===== src/rtl/uart_imem_loader_pkg.sv =====
// Shared types and helpers for the UART instruction-memory loader.
package uart_loader_pkg;

  typedef enum logic [2:0] {
    RX_IDLE,
    RX_START,
    RX_DATA,
    RX_STOP,
    RX_WAIT_HIGH
  } rx_state_e;

  typedef enum logic [1:0] {
    LD_ACTIVE,
    LD_DONE,
    LD_OVF
  } ld_state_e;

  function automatic int clks_per_bit(input int clk_hz, input int bit_rate);
    return clk_hz / bit_rate;
  endfunction

endpackage


===== src/rtl/uart_imem_loader_if.sv =====
// Instruction-memory write port driven by the loader.
interface uart_imem_loader_if #(
    parameter int ADDR_W = 8,
    parameter int DW     = 32
);
    // imem_we is a one-cycle write strobe with no backpressure; imem_addr and
    // imem_wdata are meaningful in the strobe cycle and hold their value after it.
    logic              imem_we;
    logic [ADDR_W-1:0] imem_addr;
    logic [DW-1:0]     imem_wdata;

    modport master (output imem_we, output imem_addr, output imem_wdata);
    modport slave  (input  imem_we, input  imem_addr, input  imem_wdata);
endinterface


===== src/rtl/uart_imem_loader_rx_core.sv =====
// UART receiver: input synchroniser plus frame FSM reporting byte, BREAK and framing error.
module uart_rx_core
    import uart_loader_pkg::*;
#(
    parameter int CLKS_PER_BIT = 16
) (
    input  logic       clk_i,
    input  logic       rst_ni,
    input  logic       rxd_i,
    input  logic       rx_en_i,
    output logic       valid_o,
    output logic [7:0] data_o,
    output logic       break_o,
    output logic       frame_err_o,
    output rx_state_e  state_o
);
    localparam int CNT_W = $clog2(CLKS_PER_BIT);
    localparam logic [CNT_W-1:0] HALF_M1 = CNT_W'(CLKS_PER_BIT / 2 - 1);
    localparam logic [CNT_W-1:0] FULL_M1 = CNT_W'(CLKS_PER_BIT - 1);

    // sync_q[1] is the synchronised line; sync_q[2] is its previous value for edge detection.
    logic [2:0]       sync_q;
    rx_state_e        state_q, state_d;
    logic [CNT_W-1:0] cnt_q, cnt_d;
    logic [2:0]       bit_q, bit_d;
    logic [7:0]       shift_q, shift_d;
    logic [7:0]       data_q, data_d;
    logic             valid_q, valid_d;
    logic             break_q, break_d;
    logic             ferr_q, ferr_d;
    logic             rxd_s;
    logic             fall;

    assign rxd_s = sync_q[1];
    assign fall  = sync_q[2] & ~sync_q[1];

    always_ff @(posedge clk_i or negedge rst_ni) begin
        if (!rst_ni) begin
            sync_q  <= 3'b111;
            state_q <= RX_IDLE;
            cnt_q   <= '0;
            bit_q   <= '0;
            shift_q <= '0;
            data_q  <= '0;
            valid_q <= 1'b0;
            break_q <= 1'b0;
            ferr_q  <= 1'b0;
        end else begin
            sync_q  <= {sync_q[1:0], rxd_i};
            state_q <= state_d;
            cnt_q   <= cnt_d;
            bit_q   <= bit_d;
            shift_q <= shift_d;
            data_q  <= data_d;
            valid_q <= valid_d;
            break_q <= break_d;
            ferr_q  <= ferr_d;
        end
    end

    always_comb begin
        state_d = state_q;
        cnt_d   = cnt_q + CNT_W'(1);
        bit_d   = bit_q;
        shift_d = shift_q;
        data_d  = data_q;
        valid_d = 1'b0;
        break_d = 1'b0;
        ferr_d  = 1'b0;
        unique case (state_q)
            RX_IDLE: begin
                cnt_d = '0;
                bit_d = '0;
                if (rx_en_i && fall) state_d = RX_START;
            end
            RX_START: begin
                if (cnt_q == HALF_M1) begin
                    cnt_d   = '0;
                    state_d = rxd_s ? RX_IDLE : RX_DATA;
                end
            end
            RX_DATA: begin
                if (cnt_q == FULL_M1) begin
                    cnt_d   = '0;
                    shift_d = {rxd_s, shift_q[7:1]};
                    bit_d   = bit_q + 3'd1;
                    if (bit_q == 3'd7) state_d = RX_STOP;
                end
            end
            RX_STOP: begin
                if (cnt_q == FULL_M1) begin
                    cnt_d = '0;
                    if (rxd_s) begin
                        valid_d = 1'b1;
                        data_d  = shift_q;
                        state_d = RX_IDLE;
                    end else if (shift_q == 8'h00) begin
                        // All-zero frame with a low stop bit: line held in BREAK.
                        break_d = 1'b1;
                        state_d = RX_WAIT_HIGH;
                    end else begin
                        ferr_d  = 1'b1;
                        state_d = RX_IDLE;
                    end
                end
            end
            RX_WAIT_HIGH: begin
                cnt_d = '0;
                if (rxd_s) state_d = RX_IDLE;
            end
            default: state_d = RX_IDLE;
        endcase
    end

    assign valid_o     = valid_q;
    assign data_o      = data_q;
    assign break_o     = break_q;
    assign frame_err_o = ferr_q;
    assign state_o     = state_q;
endmodule


===== src/rtl/uart_imem_loader.sv =====
// Loads instruction words received over UART into imem; stops on a double terminator word,
// restarts on BREAK, and flags timeouts, framing errors and depth overflow.
module uart_imem_loader
    import uart_loader_pkg::*;
#(
    parameter int                      CLK_HZ       = 50000000,
    parameter int                      BIT_RATE     = 9600,
    parameter int                      WORD_BYTES   = 4,
    parameter int                      ADDR_W       = 8,
    parameter logic [8*WORD_BYTES-1:0] TERM_WORD    = '1,
    parameter int                      TIMEOUT_BITS = 64
) (
    input  logic                       clk,
    input  logic                       resetn,
    input  logic                       uart_rxd,
    input  logic                       uart_rx_en,
    output logic                       uart_rx_valid,
    output logic [7:0]                 uart_rx_data,
    output logic                       uart_rx_break,
    uart_imem_loader_if.master         imem,
    output logic [ADDR_W:0]            word_count,
    output logic                       write_done,
    output logic                       load_err,
    output logic                       overflow,
    output rx_state_e                  rx_state_o,
    output ld_state_e                  ld_state_o
);
    localparam int DW        = 8 * WORD_BYTES;
    localparam int CPB       = clks_per_bit(CLK_HZ, BIT_RATE);
    localparam int TMO_LIMIT = TIMEOUT_BITS * CPB;
    localparam int TMO_W     = $clog2(TMO_LIMIT);
    localparam int BI_W      = (WORD_BYTES > 1) ? $clog2(WORD_BYTES) : 1;
    localparam int WC_W      = ADDR_W + 1;

    logic       rx_valid, rx_break, rx_ferr;
    logic [7:0] rx_byte;

    uart_rx_core #(.CLKS_PER_BIT(CPB)) u_rx (
        .clk_i      (clk),
        .rst_ni     (resetn),
        .rxd_i      (uart_rxd),
        .rx_en_i    (uart_rx_en),
        .valid_o    (rx_valid),
        .data_o     (rx_byte),
        .break_o    (rx_break),
        .frame_err_o(rx_ferr),
        .state_o    (rx_state_o)
    );

    ld_state_e         ld_state_q, ld_state_d;
    logic [ADDR_W-1:0] addr_q, addr_d;
    logic [BI_W-1:0]   bidx_q, bidx_d;
    logic [DW-1:0]     word_q, word_d, word_nx;
    logic [WC_W-1:0]   wc_q, wc_d;
    logic              term_q, term_d;
    logic              err_q, err_d;
    logic [TMO_W-1:0]  tmo_q, tmo_d;
    logic              we_q, we_d;
    logic [ADDR_W-1:0] waddr_q, waddr_d;
    logic [DW-1:0]     wdata_q, wdata_d;
    logic              accept;

    always_ff @(posedge clk or negedge resetn) begin
        if (!resetn) begin
            ld_state_q <= LD_ACTIVE;
            addr_q     <= '0;
            bidx_q     <= '0;
            word_q     <= '0;
            wc_q       <= '0;
            term_q     <= 1'b0;
            err_q      <= 1'b0;
            tmo_q      <= '0;
            we_q       <= 1'b0;
            waddr_q    <= '0;
            wdata_q    <= '0;
        end else begin
            ld_state_q <= ld_state_d;
            addr_q     <= addr_d;
            bidx_q     <= bidx_d;
            word_q     <= word_d;
            wc_q       <= wc_d;
            term_q     <= term_d;
            err_q      <= err_d;
            tmo_q      <= tmo_d;
            we_q       <= we_d;
            waddr_q    <= waddr_d;
            wdata_q    <= wdata_d;
        end
    end

    assign accept = rx_valid && (ld_state_q == LD_ACTIVE);

    always_comb begin
        ld_state_d = ld_state_q;
        addr_d     = addr_q;
        bidx_d     = bidx_q;
        word_d     = word_q;
        wc_d       = wc_q;
        term_d     = term_q;
        err_d      = err_q;
        tmo_d      = tmo_q;
        we_d       = 1'b0;
        waddr_d    = waddr_q;
        wdata_d    = wdata_q;
        word_nx    = word_q;
        word_nx[8*int'(bidx_q) +: 8] = rx_byte;

        if (rx_break) begin
            ld_state_d = LD_ACTIVE;
            addr_d     = '0;
            bidx_d     = '0;
            word_d     = '0;
            wc_d       = '0;
            term_d     = 1'b0;
            err_d      = 1'b0;
            tmo_d      = '0;
        end else begin
            if (rx_ferr) err_d = 1'b1;

            // A byte arriving on the expiry cycle takes priority and reloads the timer.
            if (accept) begin
                tmo_d = '0;
                if (bidx_q == BI_W'(WORD_BYTES - 1)) begin
                    we_d    = 1'b1;
                    waddr_d = addr_q;
                    wdata_d = word_nx;
                    bidx_d  = '0;
                    word_d  = '0;
                end else begin
                    word_d = word_nx;
                    bidx_d = bidx_q + BI_W'(1);
                end
            end else if (bidx_q != '0) begin
                if (tmo_q == TMO_W'(TMO_LIMIT - 1)) begin
                    tmo_d  = '0;
                    bidx_d = '0;
                    word_d = '0;
                    err_d  = 1'b1;
                end else begin
                    tmo_d = tmo_q + TMO_W'(1);
                end
            end else begin
                tmo_d = '0;
            end

            // Bookkeeping for the word being written happens in the strobe cycle.
            if (we_q) begin
                wc_d   = wc_q + WC_W'(1);
                term_d = (wdata_q == TERM_WORD);
                if ((wdata_q == TERM_WORD) && term_q) begin
                    ld_state_d = LD_DONE;
                end else if (addr_q == '1) begin
                    ld_state_d = LD_OVF;
                end else begin
                    addr_d = addr_q + ADDR_W'(1);
                end
            end
        end
    end

    assign uart_rx_valid   = rx_valid;
    assign uart_rx_data    = rx_byte;
    assign uart_rx_break   = rx_break;
    assign imem.imem_we    = we_q;
    assign imem.imem_addr  = waddr_q;
    assign imem.imem_wdata = wdata_q;
    assign word_count      = wc_q;
    assign write_done      = (ld_state_q == LD_DONE);
    assign overflow        = (ld_state_q == LD_OVF);
    assign load_err        = err_q;
    assign ld_state_o      = ld_state_q;
endmodule


===== src/flat_wrapper.sv =====
// flat-port wrapper written by rule: the top's interface ports become plain ports
module uart_imem_loader_flat import uart_loader_pkg::*;
#(
    parameter int                      CLK_HZ       = 50000000,
    parameter int                      BIT_RATE     = 9600,
    parameter int                      WORD_BYTES   = 4,
    parameter int                      ADDR_W       = 8,
    parameter logic [8*WORD_BYTES-1:0] TERM_WORD    = '1,
    parameter int                      TIMEOUT_BITS = 64
)
  (clk, resetn, uart_rxd, uart_rx_en, uart_rx_valid, uart_rx_data, uart_rx_break, word_count, write_done, load_err, overflow, rx_state_o, ld_state_o, imem_imem_we, imem_imem_addr, imem_imem_wdata);
  uart_imem_loader_if #(.ADDR_W(ADDR_W), .DW((32))) imem_i ();
  input  logic clk;
  input  logic resetn;
  input  logic uart_rxd;
  input  logic uart_rx_en;
  output logic uart_rx_valid;
  output logic [7:0] uart_rx_data;
  output logic uart_rx_break;
  output logic [ADDR_W:0] word_count;
  output logic write_done;
  output logic load_err;
  output logic overflow;
  output rx_state_e rx_state_o;
  output ld_state_e ld_state_o;
  output wire logic [$bits(imem_i.imem_we)-1:0] imem_imem_we;
  output wire logic [$bits(imem_i.imem_addr)-1:0] imem_imem_addr;
  output wire logic [$bits(imem_i.imem_wdata)-1:0] imem_imem_wdata;
  assign imem_imem_we = imem_i.imem_we;
  assign imem_imem_addr = imem_i.imem_addr;
  assign imem_imem_wdata = imem_i.imem_wdata;
  uart_imem_loader #(.CLK_HZ(CLK_HZ), .BIT_RATE(BIT_RATE), .WORD_BYTES(WORD_BYTES), .ADDR_W(ADDR_W), .TERM_WORD(TERM_WORD), .TIMEOUT_BITS(TIMEOUT_BITS)) u_core (.clk(clk), .resetn(resetn), .uart_rxd(uart_rxd), .uart_rx_en(uart_rx_en), .uart_rx_valid(uart_rx_valid), .uart_rx_data(uart_rx_data), .uart_rx_break(uart_rx_break), .imem(imem_i), .word_count(word_count), .write_done(write_done), .load_err(load_err), .overflow(overflow), .rx_state_o(rx_state_o), .ld_state_o(ld_state_o));
endmodule

===== config.mk =====
export PLATFORM = sky130hd
export DESIGN_NAME = uart_imem_loader_flat
export DESIGN_NICKNAME = d
export VERILOG_FILES = /design/src/rtl/uart_imem_loader_pkg.sv /design/src/rtl/uart_imem_loader_if.sv /design/src/rtl/uart_imem_loader_rx_core.sv /design/src/rtl/uart_imem_loader.sv /design/src/flat_wrapper.sv
export SDC_FILE = /design/constraint.sdc
export NUM_CORES = 1
export LEC_CHECK = 0
export ABC_CLOCK_PERIOD_IN_PS = 5980
export BUFFER_PORTS_ARGS = -buffer_cell sky130_fd_sc_hd__buf_2
export CAP_MARGIN = 20
export CORE_MARGIN = 2
export CORE_UTILIZATION = 40
export CTS_CLUSTER_DIAMETER = 50
export DETAILED_ROUTE_END_ITERATION = 12
export RECOVER_POWER = 50
export SLEW_MARGIN = 20
export SYNTH_ARGS = -nofsm -noshare
export SYNTH_HDL_FRONTEND = slang
export SYNTH_SLANG_ARGS = --single-unit

===== constraint.sdc =====
create_clock -name clk -period 5.98 [get_ports clk]
set_clock_uncertainty 0.15 [all_clocks]
set_input_delay 0 -clock clk [delete_from_list [all_inputs] [get_ports clk]]
set_output_delay 0 -clock clk [all_outputs]
set_load 0.005 [all_outputs]

Word-level counts from Yosys, hierarchy flattened:

Index checks and enable logic that the tools add are counted.

* add/subtract/negate cells: 7
* equality and inequality tests: 21
* shift-type cells: 2
* muxes and demuxes: 61
* bitwise operators: 3
* reductions and logical operators: 22

Operator list (number)
* 32-bit 2-to-1 mux: 5
* 19-bit 2-to-1 mux: 4
* 13-bit one-hot mux with 3 select lines: 1
* 5-bit negation with 33-bit output: 1
* 8-bit by 33-bit variable shift with 32-bit output, first input constant: 1
* 8-bit by 33-bit variable part select with 32-bit output: 1
* 32-bit bitwise mux: 1
* 32-bit == test, second input constant: 1
* 8-bit 2-to-1 mux: 4
* 3-bit 2-to-1 mux: 9
* 13-bit 2-to-1 mux: 2
* 1-bit 2-to-1 mux: 21
* 2-bit 2-to-1 mux: 10
* 19-bit by 1-bit adder with 19-bit output, second input constant: 1
* 19-bit == test, second input constant: 1
* 9-bit 2-to-1 mux: 2
* 2-bit inequality test, second input constant: 8
* 3-bit one-hot mux with 5 select lines: 1
* 13-bit by 1-bit adder with 13-bit output, second input constant: 1
* 13-bit by 12-bit == test with 1-bit output, second input constant: 1
* 13-bit == test, second input constant: 1
* 9-bit by 1-bit adder with 9-bit output, second input constant: 1
* 3-bit AND reduction: 3
* 3-bit nonzero test: 3
* other kinds (20): 32

* register bits: 156
* input port bits: 4
* output and inout port bits: 68
* logic and storage cells: 136

Logic depth before layout (Yosys ltp):

* depth in word-level cells: 6
* mapped depth: 8
* depth with buffers taken out: 6

Modules after synthesis:

Synthesis repeated with hierarchy kept, for this count alone.

* cells, all modules: 653
* area, all modules: 7289.5 µm²

Modules (own cells, without submodules)
* uart_imem_loader: instances 1, cells an instance 504, area each 5403.9 µm², sequential area each 2877.8 µm²
* uart_rx_core: instances 1, cells an instance 149, area each 1885.6 µm², sequential area each 1029.7 µm²

Least setup slack after synthesis:

OpenSTA, ideal clock, no wires.

* path kind: reg2reg
* start point: register u_core.bidx_q[0]
* end point: register u_core.word_q[16]
* setup time: 66 ps
* data arrival time: 1984 ps
* required time: 5764 ps
* path slack: 3780 ps
* cell stages (with the launch flop): 8
* buffers on the path: 1
* clock period less this slack: 2200 ps
* cells stage by stage: dfrtp_1 > inv_1 > ha_1 > nand2_1 > nor3_1 > and2_1 > buf_2 > a22o_1

* longest elaborated chain between the ends: 6
* elaborated cells between the ends (all ways): 11
* classes of those cells: add/sub (1); eq/ne (1); shift (2); mux (4); reduce/logical (3)

Ends and longest elaborated chain
* from (decl): line uart_imem_loader.sv:52 `logic [BI_W-1:0] bidx_q, bidx_d;`
* from (signal assigned): line uart_imem_loader.sv:79 `bidx_q <= bidx_d;`
* 5-bit negation with 33-bit output: line uart_imem_loader.sv:106 `word_nx[8*int'(bidx_q) +: 8] = rx_byte;`
* 8-bit by 33-bit variable part select with 32-bit output / 8-bit by 33-bit variable shift with 32-bit output (equally long branches): line uart_imem_loader.sv:106
* 32-bit bitwise mux: line uart_imem_loader.sv:106
* 32-bit 2-to-1 mux: line uart_imem_loader.sv:123 `if (bidx_q == BI_W'(WORD_BYTES - 1)) begin`
* 32-bit 2-to-1 mux: line uart_imem_loader.sv:121 `if (accept) begin`
* 32-bit 2-to-1 mux: line uart_imem_loader.sv:108 `if (rx_break) begin`
* to (signal assigned): line uart_imem_loader.sv:80 `word_q <= word_d;`
* to (decl): line uart_imem_loader.sv:53 `logic [DW-1:0] word_q, word_d, word_nx;`

Several ways; a longest one is shown, not always the timed one.
A chain may end at the register's enable or synchronous reset.

Final worst setup path:

* start point: register u_core.u_rx.cnt_q[0]
* end point: register u_core.u_rx.cnt_q[9]

* longest elaborated chain between the ends: 3
* elaborated cells between the ends (all ways): 6
* classes of those cells: add/sub (1); eq/ne (2); mux (3)

Ends and longest elaborated chain
* from (decl): line uart_imem_loader_rx_core.sv:24 `logic [CNT_W-1:0] cnt_q, cnt_d;`
* from (signal assigned): line uart_imem_loader_rx_core.sv:51 `cnt_q <= cnt_d;`
* 13-bit by 1-bit adder with 13-bit output (tied with other cells): line uart_imem_loader_rx_core.sv:63 `cnt_d = cnt_q + CNT_W'(1);`
* 13-bit 2-to-1 mux, on equally long branches: line uart_imem_loader_rx_core.sv:83, uart_imem_loader_rx_core.sv:91, uart_imem_loader_rx_core.sv:77
* 13-bit one-hot mux with 3 select lines *: line uart_imem_loader_rx_core.sv:70 `unique case (state_q)`
* named net u_core.u_rx.cnt_d[9]: line uart_imem_loader_rx_core.sv:24

The timed path passes the listed nets; every way through them passes the cells marked *.

==> impl_results.md <==
* First-pass GRT wire length at about 26,000 microns
* Total wire length at approximately 16,000 microns
* GRT Resource Usage Total at around 18%
* Die H at roughly 140 microns
* DRC Markers at 0
* Vias in the first global route at about 5,000
* Final worst path period need at roughly 3000 ps
* Layout Nets at between 700 and 800
* Period utilisation layout at between 40% and 50%
* Setup Crit Path Kind: flop to flop
* Multiplexer area fraction after synthesis at 5.51%
* Ys Warns at 0
* Cell variety after synth at 50
* # port buffers at between 70 and 80
* MaxCap Viol Count at 0
* Mapped Cells at between 600 and 700
* TritonCTS clock tree: built
* CTS Hold Bufs at 3
* Overflow after GRT at 0
* Fin area at roughly 8000 sq um
* Vias at 5,130
* Num CTS Buffers at 17
* Crit path max fanout at 13
* Max incr delay on CP at 800 ps
* Leakage at about 3.7 nW
* Status: complete, no violations
* Diodes inserted at 0
* Pwr dens at roughly 300 nW/um^2
* Comb power frac at about 5.4%
* Delay-heaviest family, CP: simple AND/OR/NAND/NOR gates
* H-tree Lvls at 4
* Clock-pin slew on the worst setup and hold paths at 60 ps
* Layout cells sized above 1 at 14.2%
* Post-Synth Adder-Cell Area at ~2.1%
* Met2 usage at 26.3%
* Setup bufs post-CTS at 0
* Area of the mapped netlist at about 7100 sq um
* RSZ-0062 raised after global routing: false
* Min-delay worst type: input port to asynchronous set/reset pin
* Initial antenna violation count at 0
* Post-Synth XOR/XNOR Area at 4.34%
* Worst VDD drop at around 0.2 mV
* Share of power burned in registers at 46.0%
* Synth top area cells: dfrtp_1, mux2_2, a22o_1, nor2b_1, nor2_1
* Area delta synth->final at 16.5%
* Vias per cell at roughly 5.4
* Global route hottest layer: met2
* CTS Buffer Depth at 2
* Switching power at 545 uW
* Wire length per cell at 16.3 microns
* Met3 Use GR at around 3.3%
* Top cell type's share of synthesized area at 54.2%
* Row cnt at 48
* Slowest-stage cell, CP: o22ai_1
* Dpl cell area at 7590 sq um
* Syn Nets at 670
* Final Max Slew Viols at 0
* HPWL Detailed at roughly 11,000 microns
* Buf/Inv on CP at 0
* Count leader, synth: dfrtp_1
* Peak Freq at between 0.3 and 0.4 GHz
* CTS-repair resized insts at 0
* Power, Total at roughly 2.4 mW
* Synth Register Bits at between 150 and 200
* Slew @ Worst Pin at ~1400 ps
* CTS root buffer: clkbuf_16
* Drt first pass iters at 4
* Met1 GRT Util at between 20% and 30%
* Die X at 137 microns
* Place WS at roughly 3000 ps
* Hold Fails Final Rpt at 0
* Slew HR at between 5 and 6%
* Pint at approximately 1.9 mW
* Setup crit end kind: flop
* Critical Path RT at just over 6000 ps
* Largest family of logic cells by synthesized area: simple AND/OR/NAND/NOR gates
* Most frequent cells after synthesis: dfrtp_1, nor2_1, nand2_1
* Setup TNS at 0 ps
* Average cell area after synthesis at between 10 and 15 sq um
* Initial Utilization at between 40% and 50%
* Clock Sinks at about 160
* Seq/Total Area, Yosys at a little under three fifths
* Worst-skew pair later-pin latency at 420 ps
* Fraction of registers with async set/reset at 100%
* RePlAce Congestion at slightly above 0.8
* Clk pwr share at approximately half
* Critical Path Start Type: flop
* Initial DRC count at 247
* Synth Area in Compound Gates at approximately an eighth
* Sw Share at 22.7%
* Core outline area at 17,300 sq um
* I/O pin count at around 70
* Synth Area in Simple Gates at between 15 and 20%
* Main flop type after synthesis: dfrtp_1
* Critical Path AT at 3040 ps
* Post-synth EDFFs at 0
* Pin count of the biggest net entering global routing at between 80 and 90
* Final ANT Viol Nets at 0
* Die area at 18,700 sq um
* Setup WS post-layout at ~3000 ps
* Setup violators final at 0
* Cell accounting for the most synthesized area: dfrtp_1
* Cell breakdown of the critical path: ha_1 -> nor3b_1 -> nand4_1 -> mux2_2 -> o22ai_1 -> nor2_1
==> metal layers <==
metal  vias up  routed length, microns
li1       2434                       -
met2       134                    7200
met5         -                       0
met4         0                     159
met3        13                     765
met1      2549                    7450
==> worst register-to-register path, stage by stage, from the launching register on <==
cell     delay (ps)
dfrtp_1         380
ha_1            220
nor3b_1         290
nand4_1         400
mux2_2          410
o22ai_1         800
nor2_1          130
==> cells by family (layout without fill, tap and decap cells) <==
logic type                 after synthesis  after routing
DFF                                    156            156
adders and majority gates               12             12
muxes                                   35             35
buffers and inverters                   41            117
AOI/OAI and AO/OA                      126            126
and+or+nand+nor                        249            249
xor gates and xnor gates                35             35
==> power groups by stage <==
stage	clock network (mW)	registers, mW	logic [mW]
after detailed placement	0	1.12	0.134
after global placement	0	1.12	0.126
final	1.17	1.10	0.130
after global routing	1.24	1.11	0.148
after floorplan	0	1.11	0.0920
after CTS	1.20	1.10	0.135
==> state kept, by name, indices dropped and copies added (netlist names) <==
signal	cells
u_core.word_count	9
u_core.load_err	1
u_core.u_rx.bit_q	3
u_core.u_rx.sync_q	3
u_core.tmo_q	19
u_core.term_q	1
u_core.imem.imem_we	1
u_core.u_rx.valid_o	1
u_core.u_rx.data_o	8
u_core.ld_state_o	2
u_core.bidx_q	2
u_core.word_q	32
u_core.imem.imem_wdata	32
u_core.u_rx.cnt_q	13
u_core.addr_q	8
u_core.u_rx.state_o	3
u_core.u_rx.shift_q	8
u_core.u_rx.break_o	1
u_core.imem.imem_addr	8
u_core.u_rx.frame_err_o	1
==> final cells by class <==
| class | instances | area (sq um) |
|---|---|---|
| clock buffers | 20 | 467 |
| clock inverters | 12 | 185 |
| fillers | 1636 | 9070 |
| inverters | 9 | 33.8 |
| multi-input cells | 457 | 3000 |
| flip-flops and latches | 156 | 3910 |
| well taps | 225 | 282 |
| repair buffers | 76 | 349 |
==> path summary, 6_finish.rpt <==
check,from,cells past startpoint,slack (ps),endpoint
max in group asynchronous,resetn,3,4460,u_core.u_rx.cnt_q[11]
min in group clk,uart_rxd,2,70,u_core.u_rx.sync_q[0]
worst max register to register,u_core.u_rx.cnt_q[0],6,3050,u_core.u_rx.cnt_q[9]
worst min register to register,u_core.u_rx.sync_q[0],0,210,u_core.u_rx.sync_q[1]
worst min-delay path,resetn,2,20,u_core.word_count[8]
worst max-delay path,u_core.u_rx.cnt_q[0],6,3050,u_core.u_rx.cnt_q[9]
==> stage by stage <==
stage               utilization, %  hold WS, ps  std cells
finish                        47.5         19.2        955
global route                  47.5         70.1        955
CTS                           47.8         31.4        955
detailed placement            43.9        -90.0        920
global placement              43.9         -100        920
floorplan                        -         -446        654
==> placed cells by master (no fill, tap or decap), drive strengths merged, types with 18 or more instances in the layout <==
| master | Yosys | final |
|---|---|---|
| dfrtp | 153 | 153 |
| clkbuf | 17 | 67 |
| nor2 | 61 | 61 |
| nand2 | 51 | 51 |
| nor2b | 42 | 42 |
| o21ai | 41 | 41 |
| a22o | 38 | 38 |
| a21oi | 37 | 37 |
| mux2 | 31 | 31 |
| buf | 15 | 26 |
| nand4 | 22 | 22 |
| xor2 | 20 | 20 |
| nand3 | 18 | 18 |
Power figures use the tool's default switching activity.
